**src/rtl/alu_pkg.sv**
```systemverilog
// rtl/alu_pkg.sv - shared ALU widths, opcode encodings and sweeper state type
package alu_pkg;

  localparam int OP_W       = 4;
  localparam int DATA_W_DEF = 8;

  // Opcode encodings shared by the ALU and anything that drives it.
  localparam logic [OP_W-1:0] OP_ADD  = 4'h0;
  localparam logic [OP_W-1:0] OP_SUB  = 4'h1;
  localparam logic [OP_W-1:0] OP_MUL  = 4'h2;
  localparam logic [OP_W-1:0] OP_DIV  = 4'h3;
  localparam logic [OP_W-1:0] OP_SHL  = 4'h4;
  localparam logic [OP_W-1:0] OP_SHR  = 4'h5;
  localparam logic [OP_W-1:0] OP_ROL  = 4'h6;
  localparam logic [OP_W-1:0] OP_ROR  = 4'h7;
  localparam logic [OP_W-1:0] OP_AND  = 4'h8;
  localparam logic [OP_W-1:0] OP_OR   = 4'h9;
  localparam logic [OP_W-1:0] OP_XOR  = 4'hA;
  localparam logic [OP_W-1:0] OP_NOR  = 4'hB;
  localparam logic [OP_W-1:0] OP_NAND = 4'hC;
  localparam logic [OP_W-1:0] OP_XNOR = 4'hD;
  localparam logic [OP_W-1:0] OP_GT   = 4'hE;
  localparam logic [OP_W-1:0] OP_EQ   = 4'hF;

  typedef enum logic [1:0] {
    IDLE   = 2'd0,
    SETTLE = 2'd1,
    EMIT   = 2'd2
  } sweep_state_e;

  // Opcode space is a ring: 15 steps to 0.
  function automatic logic [OP_W-1:0] next_op(input logic [OP_W-1:0] op);
    return op + 4'd1;
  endfunction

endpackage

```
**src/rtl/alu_op_sweeper.sv**
```systemverilog
// rtl/alu_op_sweeper.sv - sweeps an inclusive opcode range over one operand pair and streams each ALU result
module alu_op_sweeper
  import alu_pkg::*;
#(
  parameter int SETTLE_CYCLES = 2,
  parameter int DATA_W        = DATA_W_DEF
) (
  input  logic                  clk,
  input  logic                  reset,
  input  logic                  cmd_valid,
  output logic                  cmd_ready,
  input  logic [DATA_W-1:0]     cmd_a,
  input  logic [DATA_W-1:0]     cmd_b,
  input  logic [OP_W-1:0]       cmd_op_first,
  input  logic [OP_W-1:0]       cmd_op_last,
  output logic [DATA_W-1:0]     alu_a,
  output logic [DATA_W-1:0]     alu_b,
  output logic [OP_W-1:0]       alu_opcode,
  input  logic [2*DATA_W-1:0]   alu_out,
  input  logic                  alu_carry,
  input  logic                  alu_zero,
  output logic                  res_valid,
  input  logic                  res_ready,
  output logic [OP_W-1:0]       res_opcode,
  output logic [2*DATA_W-1:0]   res_data,
  output logic                  res_carry,
  output logic                  res_zero,
  output logic                  res_last,
  output logic                  busy
);

  localparam logic [3:0] SETTLE_RELOAD = 4'(SETTLE_CYCLES - 1);

  sweep_state_e    state;
  logic [3:0]      cnt;
  logic [OP_W-1:0] last_op;

  // cmd_ready and busy are registered from the next state so no input reaches them combinationally.
  always_ff @(posedge clk) begin
    if (reset) begin
      state      <= IDLE;
      cnt        <= '0;
      last_op    <= '0;
      alu_a      <= '0;
      alu_b      <= '0;
      alu_opcode <= '0;
      res_valid  <= 1'b0;
      res_opcode <= '0;
      res_data   <= '0;
      res_carry  <= 1'b0;
      res_zero   <= 1'b0;
      res_last   <= 1'b0;
      cmd_ready  <= 1'b1;
      busy       <= 1'b0;
    end else begin
      unique case (state)
        IDLE: begin
          if (cmd_valid) begin
            alu_a      <= cmd_a;
            alu_b      <= cmd_b;
            alu_opcode <= cmd_op_first;
            last_op    <= cmd_op_last;
            cnt        <= SETTLE_RELOAD;
            state      <= SETTLE;
            cmd_ready  <= 1'b0;
            busy       <= 1'b1;
          end
        end

        SETTLE: begin
          if (cnt == 4'd0) begin
            res_data   <= alu_out;
            res_carry  <= alu_carry;
            res_zero   <= alu_zero;
            res_opcode <= alu_opcode;
            res_last   <= (alu_opcode == last_op);
            res_valid  <= 1'b1;
            state      <= EMIT;
          end else begin
            cnt <= cnt - 4'd1;
          end
        end

        EMIT: begin
          if (res_ready) begin
            res_valid <= 1'b0;
            if (res_last) begin
              state     <= IDLE;
              cmd_ready <= 1'b1;
              busy      <= 1'b0;
            end else begin
              alu_opcode <= next_op(alu_opcode);
              cnt        <= SETTLE_RELOAD;
              state      <= SETTLE;
            end
          end
        end

        default: begin
          state     <= IDLE;
          res_valid <= 1'b0;
          cmd_ready <= 1'b1;
          busy      <= 1'b0;
        end
      endcase
    end
  end

endmodule

```
**config.mk**
```make
export PLATFORM = sky130hd
export DESIGN_NAME = alu_op_sweeper
export DESIGN_NICKNAME = d
export VERILOG_FILES = /design/src/rtl/alu_pkg.sv /design/src/rtl/alu_op_sweeper.sv
export SDC_FILE = /design/constraint.sdc
export NUM_CORES = 1
export LEC_CHECK = 0
export CELL_PAD_IN_SITES_DETAIL_PLACEMENT = 1
export CELL_PAD_IN_SITES_GLOBAL_PLACEMENT = 1
export CORE_UTILIZATION = 25
export CTS_BUF_LIST = sky130_fd_sc_hd__clkbuf_8
export DETAILED_ROUTE_END_ITERATION = 16
export PLACE_DENSITY_LB_ADDON = 0.1
export SYNTH_ARGS = -nofsm -noshare
export SYNTH_HDL_FRONTEND = slang
export SYNTH_SLANG_ARGS = --single-unit
```
**constraint.sdc**
```tcl
create_clock -name clk -period 1.9 [get_ports clk]
set_input_delay 0.38 -clock clk [delete_from_list [all_inputs] [get_ports clk]]
set_output_delay 0.38 -clock clk [all_outputs]
set_load 0.01 [all_outputs]
```
# Yosys cells after proc, flatten, opt, wreduce, memory -nomap -nowiden
# Cells that the tools add are included.
# word_totals
reg_bits,56
latch_bits,0
ram_bits,0
romBits,0
in_bits,46
output_inout_bits,46
wordCells,63
n_memories,0
# op_classes
add_sub_neg,2
mul,0
n_div,0
magnitude_cmp,0
n_eq_ne,9
n_shift,0
muxes,25
bitwise_logic,2
n_reduce_logical,11
# ops
op,count
$mux 4,7
$ne 2x2->1 const B,6
$pmux 4 s3,1
$mux 1,9
$pmux 1 s3,3
$pmux 4 s2,1
$reduce_and 4->1,2
$mux 2,3
$pmux 2 s3,1
$reduce_and 3->1,2
$reduce_and 5->1,1
$add 4x1->4 const B,1
$eq 4x4->1,1
$logic_not 4->1,1
$reduce_and 2->1,2
$sub 4x1->4 const B,1
$reduce_bool 3->1,1
$eq 2x1->1 const B,1
$eq 2x2->1 const B,1
$logic_not 2->1,1
$not 1->1,2
$reduce_bool 2->1,1

# Depth between registers and ports, before layout
# Gate-level depths: netlist of the first run.
# depth
depth_word,4
depth_mapped,7
ltp_nobuf,5

# Worst setup path after synthesis of the first run
# OpenSTA, ideal clock, no wires.
# synth_timing
path_kind,flip-flop to flip-flop
startpoint,register cnt[0]
endpoint,register res_data[0]
arrival_ps,1379
slack_ps,389
stages_incl_launch_ff,8
n_path_buf,2
cell_sequence,dfxtp_1 -> inv_1 -> ha_1 -> or3b_1 -> buf_2 -> clkbuf_1 -> o21ai_0 -> a21oi_1
# synth_between
elab_chain_cells,2
# synth_rtl
item,line_no,rtl
"start, declared",alu_op_sweeper.sv:35,logic [3:0] cnt;
"start signal, assigned",alu_op_sweeper.sv:80,cnt <= cnt - 4'd1;
$logic_not 4->1,alu_op_sweeper.sv:71,if (cnt == 4'd0) begin
$reduce_and 2->1 (no line),n/a,
"end signal, assigned",alu_op_sweeper.sv:72,res_data <= alu_out;
"end, declared",alu_op_sweeper.sv:25,"output logic [2*DATA_W-1:0] res_data,"
# No other way between the ends.
# A chain may end at the register's enable or synchronous reset.

# Worst setup path after layout of the first run
# layout_timing
startpoint,register alu_opcode[1]
endpoint,output port alu_opcode[1]
# layout_lines
item,line_no,rtl
"start, declared",alu_op_sweeper.sv:18,"output logic [OP_W-1:0] alu_opcode,"
"start signal, assigned",alu_op_sweeper.sv:61,alu_opcode <= cmd_op_first;
"start signal, assigned",alu_op_sweeper.sv:92,alu_opcode <= next_op(alu_opcode);
# No word-level cell between the ends.

==> results of run 1 <==
[path summary, 6_finish.rpt]
path,from,to,slack (ns),depth (start not counted)
worst min-delay path,reset,last_op[3]$_SDFFE_PP0P_,0.34,2
worst max register to register,cnt[0]$_SDFFE_PP0P_,res_data[1]$_SDFFE_PP0P_,0.20,6
worst min register to register,alu_a[0]$_SDFFE_PP0P_,alu_a[0]$_SDFFE_PP0P_,0.46,2
worst max-delay path,alu_opcode[1]$_SDFFE_PP0P_,alu_opcode[1],0.10,1
[layer usage]
| layer | global-route usage (%) | routed length, microns |
|---|---|---|
| met2 | 27.4 | 3480 |
| met5 | 0 | 0 |
| met4 | 4.25 | 68 |
| met3 | 2.86 | 299 |
| met1 | 20.0 | 3440 |
[cell usage in the layout (no fill, tap or decap), types with 2 or more instances in the layout]
cell type        count
a31oi_1              3
clkbuf_8             7
inv_1                5
or3b_1               2
nor4_1               2
nor3b_4              2
a2bb2oi_1            2
nor2b_1              2
clkdlybuf4s50_1     90
o32ai_1              2
nand4_1              2
o31ai_1              2
buf_4               19
dfxtp_1             56
nand2b_1             4
ha_1                 3
xor2_1               4
o21ai_0             23
nand2_1             47
a21oi_1             50
nand3_1             24
nor3_1               2
[cell usage after synthesis (2+ instances only)]
master      n  area [sq um]
clkbuf_1    8          30.0
nand2_1    47           176
nor3b_2     2          25.0
nand3_1    24           120
o21ai_0    23           115
buf_4       2          15.0
nor3_1      2          10.0
ha_1        3          37.5
o31ai_1     2          15.0
or3b_1      2          17.5
nor2b_1     3          18.8
nand4_1     2          12.5
nand2b_1    4          25.0
a31oi_1     3          18.8
a21oi_1    50           250
xor2_1      4          35.0
nor4_1      2          12.5
buf_2      13          65.1
o32ai_1     2          17.5
dfxtp_1    56          1120
inv_1       5          18.8
a2bb2oi_1   2          17.5
[worst register-to-register path: stages (launching register included)]
cell and delay [ns]:
dfxtp_1 0.32, inv_1 0.12, ha_1 0.18, nor3b_4 0.50, buf_4 0.28, nand3_1 0.09
a21oi_1 0.14
[registers in the layout (all words and copies together), names as in the netlist]
register,flops
cmd_ready,1
last_op,4
busy,1
res_data,16
res_zero,1
res_carry,1
alu_opcode,4
res_last,1
alu_b,8
res_opcode,4
res_valid,1
alu_a,8
cnt,4
state,2
[cell type report]
type	instances	area, sq um	share of cell area, %
sequential	56	1120	31.7
clock buffer	7	96.3	2.73
timing repair buffer	110	1050	29.7
multi-input combinational	194	1080	30.7
inverter	5	18.8	0.531
clock inverter	1	30.0	0.850
tap	108	135	3.82
[per-stage QoR]
step	instances	hold WS, ns	cell area (sq um)
after global placement	473	0.443	3410
after detailed placement	473	0.450	3410
final	481	0.341	3530
after global routing	481	0.365	3530
after CTS	481	0.337	3530
after floorplan	279	0.448	2320
[logic make-up after synthesis]
group / count (synthesis) / synth area share (%)
AO/OA/AOI/OAI: 89 / 21.1
XOR/XNOR: 4 / 1.51
adder cells (fa/ha/maj): 3 / 1.62
buffers and inverters: 29 / 5.71
flip-flops: 56 / 48.3
AND/OR/NAND/NOR: 98 / 21.8
[power breakdown]
group          total, mW  switching (mW)  leakage (nW)  internal [mW]
sequential          1.36          0.0856         0.458           1.28
combinational      0.857           0.431         0.753          0.427
clock              0.860           0.395        0.0645          0.466
==> results.json, run 1 <==
{
  "antenna_found_initial": 0,
  "grt.overflow.total": 0,
  "finalHoldViolCount": 0,
  "die_h_microns": 98.4,
  "io-pin-count": 92,
  "ys_ff_latch": 56,
  "area_growth_pct": 52.1,
  "drt_iter0_drc": 45,
  "track_usage_pct": 15.7,
  "slowest_stage": "clkdlybuf4s50_1",
  "skew_ns": 0.0107,
  "critical_path_class": "reg -> out",
  "final_antenna_net_count": 0,
  "cp-start-kind": "flip-flop",
  "cp.buffers_inverters": 1,
  "worst_slew_pin_slew_ns": 0.548,
  "fin_crit_sh_pct": 94.7,
  "drc": 3,
  "finalPower_mw": 3.08,
  "synth-main-ff-cell": "dfxtp_1",
  "hold_path.class": "in -> reg",
  "rsz0062_at_grt": "false",
  "setup_viol_count_final": 0,
  "status": "finished with violations",
  "grt_pass1_wl_microns": 12200,
  "die_area_sq_mm": 0.00968,
  "syn_avg_cell_area_sq_um": 8.33,
  "setup_tns_ns": 0,
  "irDropWorstVdd_v": 0.000273,
  "synth_nets": 328,
  "die_w_microns": 98.4,
  "cts_tree": "built",
  "wirelength_microns": 7280,
  "cpPeakStageDelay_ns": 0.62,
  "fp-row-count": 34,
  "fin_nets": 421,
  "critPathRequiredTime_ns": 1.52,
  "period_needed_ns": 1.80,
  "yosysUniqueCellTypes": 40,
  "grt_max_degree": 31,
  "cts_setup_buffers": 0,
  "critical-path-top-delay-family": "buffers and inverters",
  "worst_slack_ns": 0.100,
  "fmax_mhz": 556,
  "drtPass1Iterations": 12,
  "max_slew_margin_pct": 63.5,
  "p_leak_nw": 1.28,
  "vias": 2326,
  "clock_latency_ns": 0.31,
  "crit_chain": "clkdlybuf4s50_1",
  "synth.cell_area_sq_mm": 0.00232,
  "grt_pass1_vias": 2465,
  "cp.arrival_ns": 1.42,
  "cts_inserted_buffers": 5,
  "cts-root-buf": "clkbuf_8",
  "drv_cap": 0,
  "cts-resized-gates": 0,
  "end_kind": "primary output",
  "utilization_pct": 39.9,
  "n_antenna_cell": 0,
  "async_flop_share_pct": 0,
  "hpwlAfterDp_microns": 5200,
  "via_per_inst": 4.84,
  "drive_above_1_share_pct": 9.12,
  "place.gp.congestion": 0.736,
  "start_util_pct": 26.3,
  "cts_buffer_depth": 2,
  "critPathMaxFanout": 6,
  "syn_inst": 279,
  "pre_cts_ws_ns": -0.0143,
  "ys_seq_area_share_pct": 48.2,
  "violations": "design-rule violations",
  "drv_slew": 0,
  "n_fill_cell": 1059,
  "power.density_mw_per_mm2": 872,
  "io_buffers": 91,
  "cts_hold_buf": 0,
  "core_area_sq_mm": 0.00885,
  "cts.htree.levels": 2,
  "yosysWarnings": 0,
  "clock-sinks": 56,
  "post_drt_wl_per_cell_microns": 15.1,
  "clkTransAtPathRegs_ns": 0.10,
  "synth_edf_count": 0
}
No activity file was read; power rests on OpenSTA's default activity.
==> run 2: changes to the inputs <==
Settings changed: CORE_MARGIN from default to 4.
==> results.json, run 2 (synthesis gave the netlist of run 1 again) <==
{
  "core_area_sq_mm": 0.00889,
  "p_leak_nw": 1.26,
  "irDropWorstVdd_v": 0.000283,
  "drtPass1Iterations": 4,
  "cts_setup_buffers": 0,
  "cts-resized-gates": 0,
  "largest_reg_flops": 16,
  "crit_chain": "clkdlybuf4s50_1",
  "end_kind": "primary output",
  "critical_path_class": "reg -> out",
  "n_antenna_cell": 0,
  "track_usage_pct": 13.6,
  "antenna_found_initial": 0,
  "crit_cells": 1,
  "drc": 0,
  "mostFrequentLayoutCells": "90 x clkdlybuf4s50_1, 55 x dfxtp_1, 50 x a21oi_1",
  "critPathRequiredTime_ns": 1.52,
  "fmax_mhz": 568,
  "via_per_inst": 4.87,
  "start_util_pct": 26.1,
  "drv_slew": 0,
  "clkTransAtPathRegs_ns": 0.10,
  "hold_slack_ns": 0.461,
  "io_buffers": 91,
  "worst_slew_pin_slew_ns": 0.479,
  "cts-root-buf": "clkbuf_8",
  "fin_crit_sh_pct": 92.7,
  "die_area_sq_mm": 0.0109,
  "hpwlAfterDp_microns": 5330,
  "cp.arrival_ns": 1.38,
  "status": "finished clean",
  "clock_latency_ns": 0.31,
  "final_cell_count_no_fill": 477,
  "post_drt_wl_per_cell_microns": 15.4,
  "grt.overflow.total": 0,
  "slowest_stage": "clkdlybuf4s50_1",
  "drt_iter0_drc": 80,
  "die_h_microns": 104,
  "clock-sinks": 56,
  "hold_depth": 2,
  "power.density_mw_per_mm2": 883,
  "rr_worst_depth": 3,
  "period_needed_ns": 1.76,
  "utilization_pct": 39.5,
  "cts_hold_buf": 0,
  "cts_buffer_depth": 2,
  "grt_max_degree": 25,
  "mostFrequentLayoutCell": "clkdlybuf4s50_1",
  "grt_pass1_vias": 2508,
  "max_slew_margin_pct": 68.0,
  "wirelength_microns": 7320,
  "cts_tree": "built",
  "finalPower_mw": 3.10,
  "area_growth_pct": 51.3,
  "reg_top3": "res_data x16, alu_a x8, alu_b x8",
  "fin_nets": 418,
  "cp.buffers_inverters": 1,
  "final_antenna_net_count": 0,
  "critical-path-top-delay-family": "buffers and inverters",
  "place.gp.congestion": 0.756,
  "fp-row-count": 34,
  "critPathMaxFanout": 6,
  "skew_ns": 0.0109,
  "dp_cells": 470,
  "finalHoldViolCount": 0,
  "place_area_sq_mm": 0.00339,
  "final_cell_area_sq_mm": 0.00352,
  "die_w_microns": 104,
  "rsz0062_at_grt": "false",
  "grt_pass1_wl_microns": 12500,
  "io-pin-count": 92,
  "cts.htree.levels": 2,
  "cp-start-kind": "flip-flop",
  "setup_viol_count_final": 0,
  "drive_above_1_share_pct": 8.40,
  "largest_register": "res_data",
  "drv_cap": 0,
  "cts_inserted_buffers": 5,
  "cpPeakStageDelay_ns": 0.60,
  "hold_path.class": "reg -> reg",
  "vias": 2323
}
-- run 2: through the flow --
step / setup slack, ns / setup TNS, ns
floorplan: 0.389 / 0
global placement: 0.00324 / 0
detailed placement: -0.0117 / -0.0377
CTS: 0.0540 / 0
global route: 0.0212 / 0
finish: 0.138 / 0
-- run 2: final timing paths --
kind                                                  from  slack [ns]               endpoint
worst min-delay path                 alu_b[7]$_SDFFE_PP0P_        0.46  alu_b[7]$_SDFFE_PP0P_
worst max register to register       state[0]$_SDFFE_PP0P_        0.26    cnt[3]$_SDFFE_PP0P_
worst min register to register       alu_b[7]$_SDFFE_PP0P_        0.46  alu_b[7]$_SDFFE_PP0P_
worst max-delay path            alu_opcode[1]$_SDFFE_PP0P_        0.14          alu_opcode[1]
-- run 2: area by class of cell --
cell class / instances / area, sq um
Sequential cell: 56 / 1120
Fill cell: 1057 / 5380
Clock buffer: 5 / 68.8
Timing Repair Buffer: 107 / 1030
Multi-Input combinational cell: 194 / 1080
Inverter: 5 / 18.8
Tap cell: 108 / 135
Clock inverter: 2 / 60.1
-- run 2: power breakdown --
group	switching (mW)	internal, mW
logic	0.416	0.416
registers	0.0875	1.28
clock network	0.386	0.519
total	0.890	2.21
-- run 2: routing by layer --
metal	part of all wire (%)	vias to the layer above	routed length (microns)	GRT usage (%)
met1	46	1108	3370	16.7
met3	5.4	2	398	3.66
met5	0	-	0	0
li1	-	1158	-	-
met2	48	55	3530	23.7
met4	0.40	0	29	2.85
==> run 3: changes to the inputs <==
--- a/config.mk
+++ b/config.mk
@@ -9,5 +9,5 @@
 export CELL_PAD_IN_SITES_GLOBAL_PLACEMENT = 1
 export CORE_MARGIN = 4
-export CORE_UTILIZATION = 25
+export CORE_UTILIZATION = 32
 export CTS_BUF_LIST = sky130_fd_sc_hd__clkbuf_8
 export DETAILED_ROUTE_END_ITERATION = 16
==> constraint.sdc (replaced) <==
create_clock -name clk -period 1.9 [get_ports clk]
set_input_delay 0.38 -clock clk [delete_from_list [all_inputs] [get_ports clk]]
set_output_delay 0.38 -clock clk [all_outputs]
set_load 0.1 [all_outputs]
==> results.json, run 3 (synthesis gave the netlist of run 1 again) <==
{
  "cts-resized-gates": 0,
  "hold_path.class": "in -> reg",
  "finalHoldViolCount": 0,
  "grt_pass1_vias": 2393,
  "place.gp.congestion": 0.828,
  "status": "finished clean",
  "track_usage_pct": 16.7,
  "vias": 2347,
  "drc": 0,
  "drv_cap": 0,
  "hold_end": "res_valid$_SDFFE_PP0P_",
  "irDropWorstVdd_v": 0.000378,
  "core_area_sq_mm": 0.00691,
  "cp-start-kind": "flip-flop",
  "p_comb_share_pct": 40.3,
  "hpwlAfterDp_microns": 5220,
  "wl_met1_microns": 3090,
  "min-delay-start": "reset",
  "cts_hold_buf": 0,
  "critPathRequiredTime_ns": 2.14,
  "setup_viol_count_final": 0,
  "die_w_microns": 93.2,
  "cts_buffer_depth": 2,
  "wl_met2_microns": 3490,
  "hold_slack_ns": 0.337,
  "fin_crit_sh_pct": 88.7,
  "antenna_found_initial": 0,
  "drive_above_1_share_pct": 20.4,
  "hold_depth": 2,
  "clock_latency_ns": 0.31,
  "finalPower_mw": 3.55,
  "top_layer_used": "met4",
  "power.density_mw_per_mm2": 1030,
  "cts_setup_buffers": 0,
  "period_needed_ns": 1.69,
  "final_antenna_net_count": 0,
  "setup_tns_ns": 0,
  "grt.overflow.total": 0,
  "power.internal_mw": 2.10,
  "end_kind": "flip-flop",
  "mostFrequentLayoutCell": "dfxtp_1",
  "r2r_end": "res_data[5]$_SDFFE_PP0P_",
  "drv_slew": 0,
  "n_antenna_cell": 0,
  "slowest_stage": "nor3b_4",
  "grt_pass1_wl_microns": 11800,
  "wl_met3_microns": 415,
  "io_buffers": 91,
  "io-pin-count": 92,
  "crit_chain": "inv_1, ha_1, nor3b_4, buf_4, nand3_1, a21oi_1",
  "cts-root-buf": "clkbuf_8",
  "n_fill_cell": 847,
  "clockPowerShare_pct": 21.0,
  "r2r_start": "cnt[0]$_SDFFE_PP0P_",
  "critPathMaxFanout": 19,
  "cts_inserted_buffers": 5,
  "reg2reg_slack_ns": 0.21,
  "cts.htree.levels": 2,
  "drtPass1Iterations": 4,
  "via_per_inst": 5.07,
  "pre_cts_ws_ns": -0.0239,
  "max_slew_margin_pct": 69.5,
  "die_area_sq_mm": 0.00869,
  "fp-row-count": 30,
  "largest_register": "res_data",
  "cpPeakStageDelay_ns": 0.43,
  "p_seq_share_pct": 38.8,
  "netSwitchingPower_mw": 1.45,
  "start_util_pct": 33.6,
  "rsz0062_at_grt": "false",
  "cp.arrival_ns": 1.93,
  "p_leak_nw": 1.36,
  "largest_reg_flops": 16,
  "area_growth_pct": 48.7,
  "wirelength_microns": 7150,
  "reg_top3": "res_data x16, alu_a x8, alu_b x8",
  "clock-sinks": 56,
  "skew_ns": 0.0108,
  "grt_max_degree": 54,
  "p_sw_share_pct": 40.8,
  "fin_nets": 417,
  "fmax_mhz": 593,
  "post_drt_wl_per_cell_microns": 15.4,
  "cts_tree": "built",
  "rr_worst_depth": 6,
  "worst_slew_pin_slew_ns": 0.457,
  "die_h_microns": 93.2,
  "worst_slack_ns": 0.214,
  "drt_iter0_drc": 49,
  "critical_path_class": "reg -> reg",
  "clkTransAtPathRegs_ns": 0.09,
  "mostFrequentLayoutCells": "55 x dfxtp_1, 52 x buf_4, 50 x a21oi_1"
}
run 3: cell count changes in the layout (fill, tap and decap cells not counted):
cell             delta
buf_4              +36
buf_12              +9
clkdlybuf4s50_1    -46
nor3b_4             -1
bufinv_16           -1
nor3b_2             +1
run 3: layout make-up:
| class | instances | area (sq um) | area share (%) |
|---|---|---|---|
| Sequential cell | 56 | 1120 | 32.5 |
| Multi-Input combinational cell | 194 | 1080 | 31.2 |
| Inverter | 5 | 18.8 | 0.543 |
| Clock inverter | 1 | 30.0 | 0.869 |
| Clock buffer | 5 | 68.8 | 1.99 |
| Tap cell | 96 | 120 | 3.48 |
| Timing Repair Buffer | 106 | 1020 | 29.4 |
run 3: metrics by stage:
stage | instances | cell area (sq um) | util (%)
after floorplan | 279 | 2320 | -
after global placement | 457 | 3360 | 48.6
after detailed placement | 457 | 3360 | 48.6
after CTS | 463 | 3450 | 50.0
after global routing | 463 | 3450 | 50.0
final | 463 | 3450 | 50.0
run 3: power by group through the flow:
stage | Sequential, mW | Clock, mW | Combinational (mW)
floorplan | 1.97 | 0 | 0.396
global placement | 1.40 | 0 | 1.43
detailed placement | 1.40 | 0 | 1.44
CTS | 1.38 | 0.779 | 1.44
global route | 1.40 | 0.822 | 1.51
finish | 1.38 | 0.744 | 1.43
run 3: worst max path at each step:
stage / from / endpoint / depth (start not counted)
final: cnt[0]$_SDFFE_PP0P_ / res_data[5]$_SDFFE_PP0P_ / 6
after global routing: cnt[0]$_SDFFE_PP0P_ / res_data[7]$_SDFFE_PP0P_ / 6
after CTS: cnt[0]$_SDFFE_PP0P_ / res_opcode[3]$_SDFFE_PP0P_ / 6
after detailed placement: cmd_valid / cnt[2]$_SDFFE_PP0P_ / 5
after global placement: cmd_valid / cnt[2]$_SDFFE_PP0P_ / 5
after floorplan: alu_opcode[0]$_SDFFE_PP0P_ / alu_opcode[2]$_SDFFE_PP0P_ / 4
run 3: routing by layer:
metal | vias to the layer above | global-route usage (%)
met5 | - | 0
met4 | 0 | 5.98
met3 | 11 | 3.78
met2 | 64 | 28.6
met1 | 1118 | 20.6
li1 | 1154 | -
run 3: worst max-delay path, delay by kind of cell, from the launching register on:
kind | cells | cell delay (ns)
AO/OA/AOI/OAI | 1 | 0.14
adder cells (fa/ha/maj) | 1 | 0.18
buffers and inverters | 2 | 0.44
AND/OR/NAND/NOR | 2 | 0.53
flip-flops | 1 | 0.32
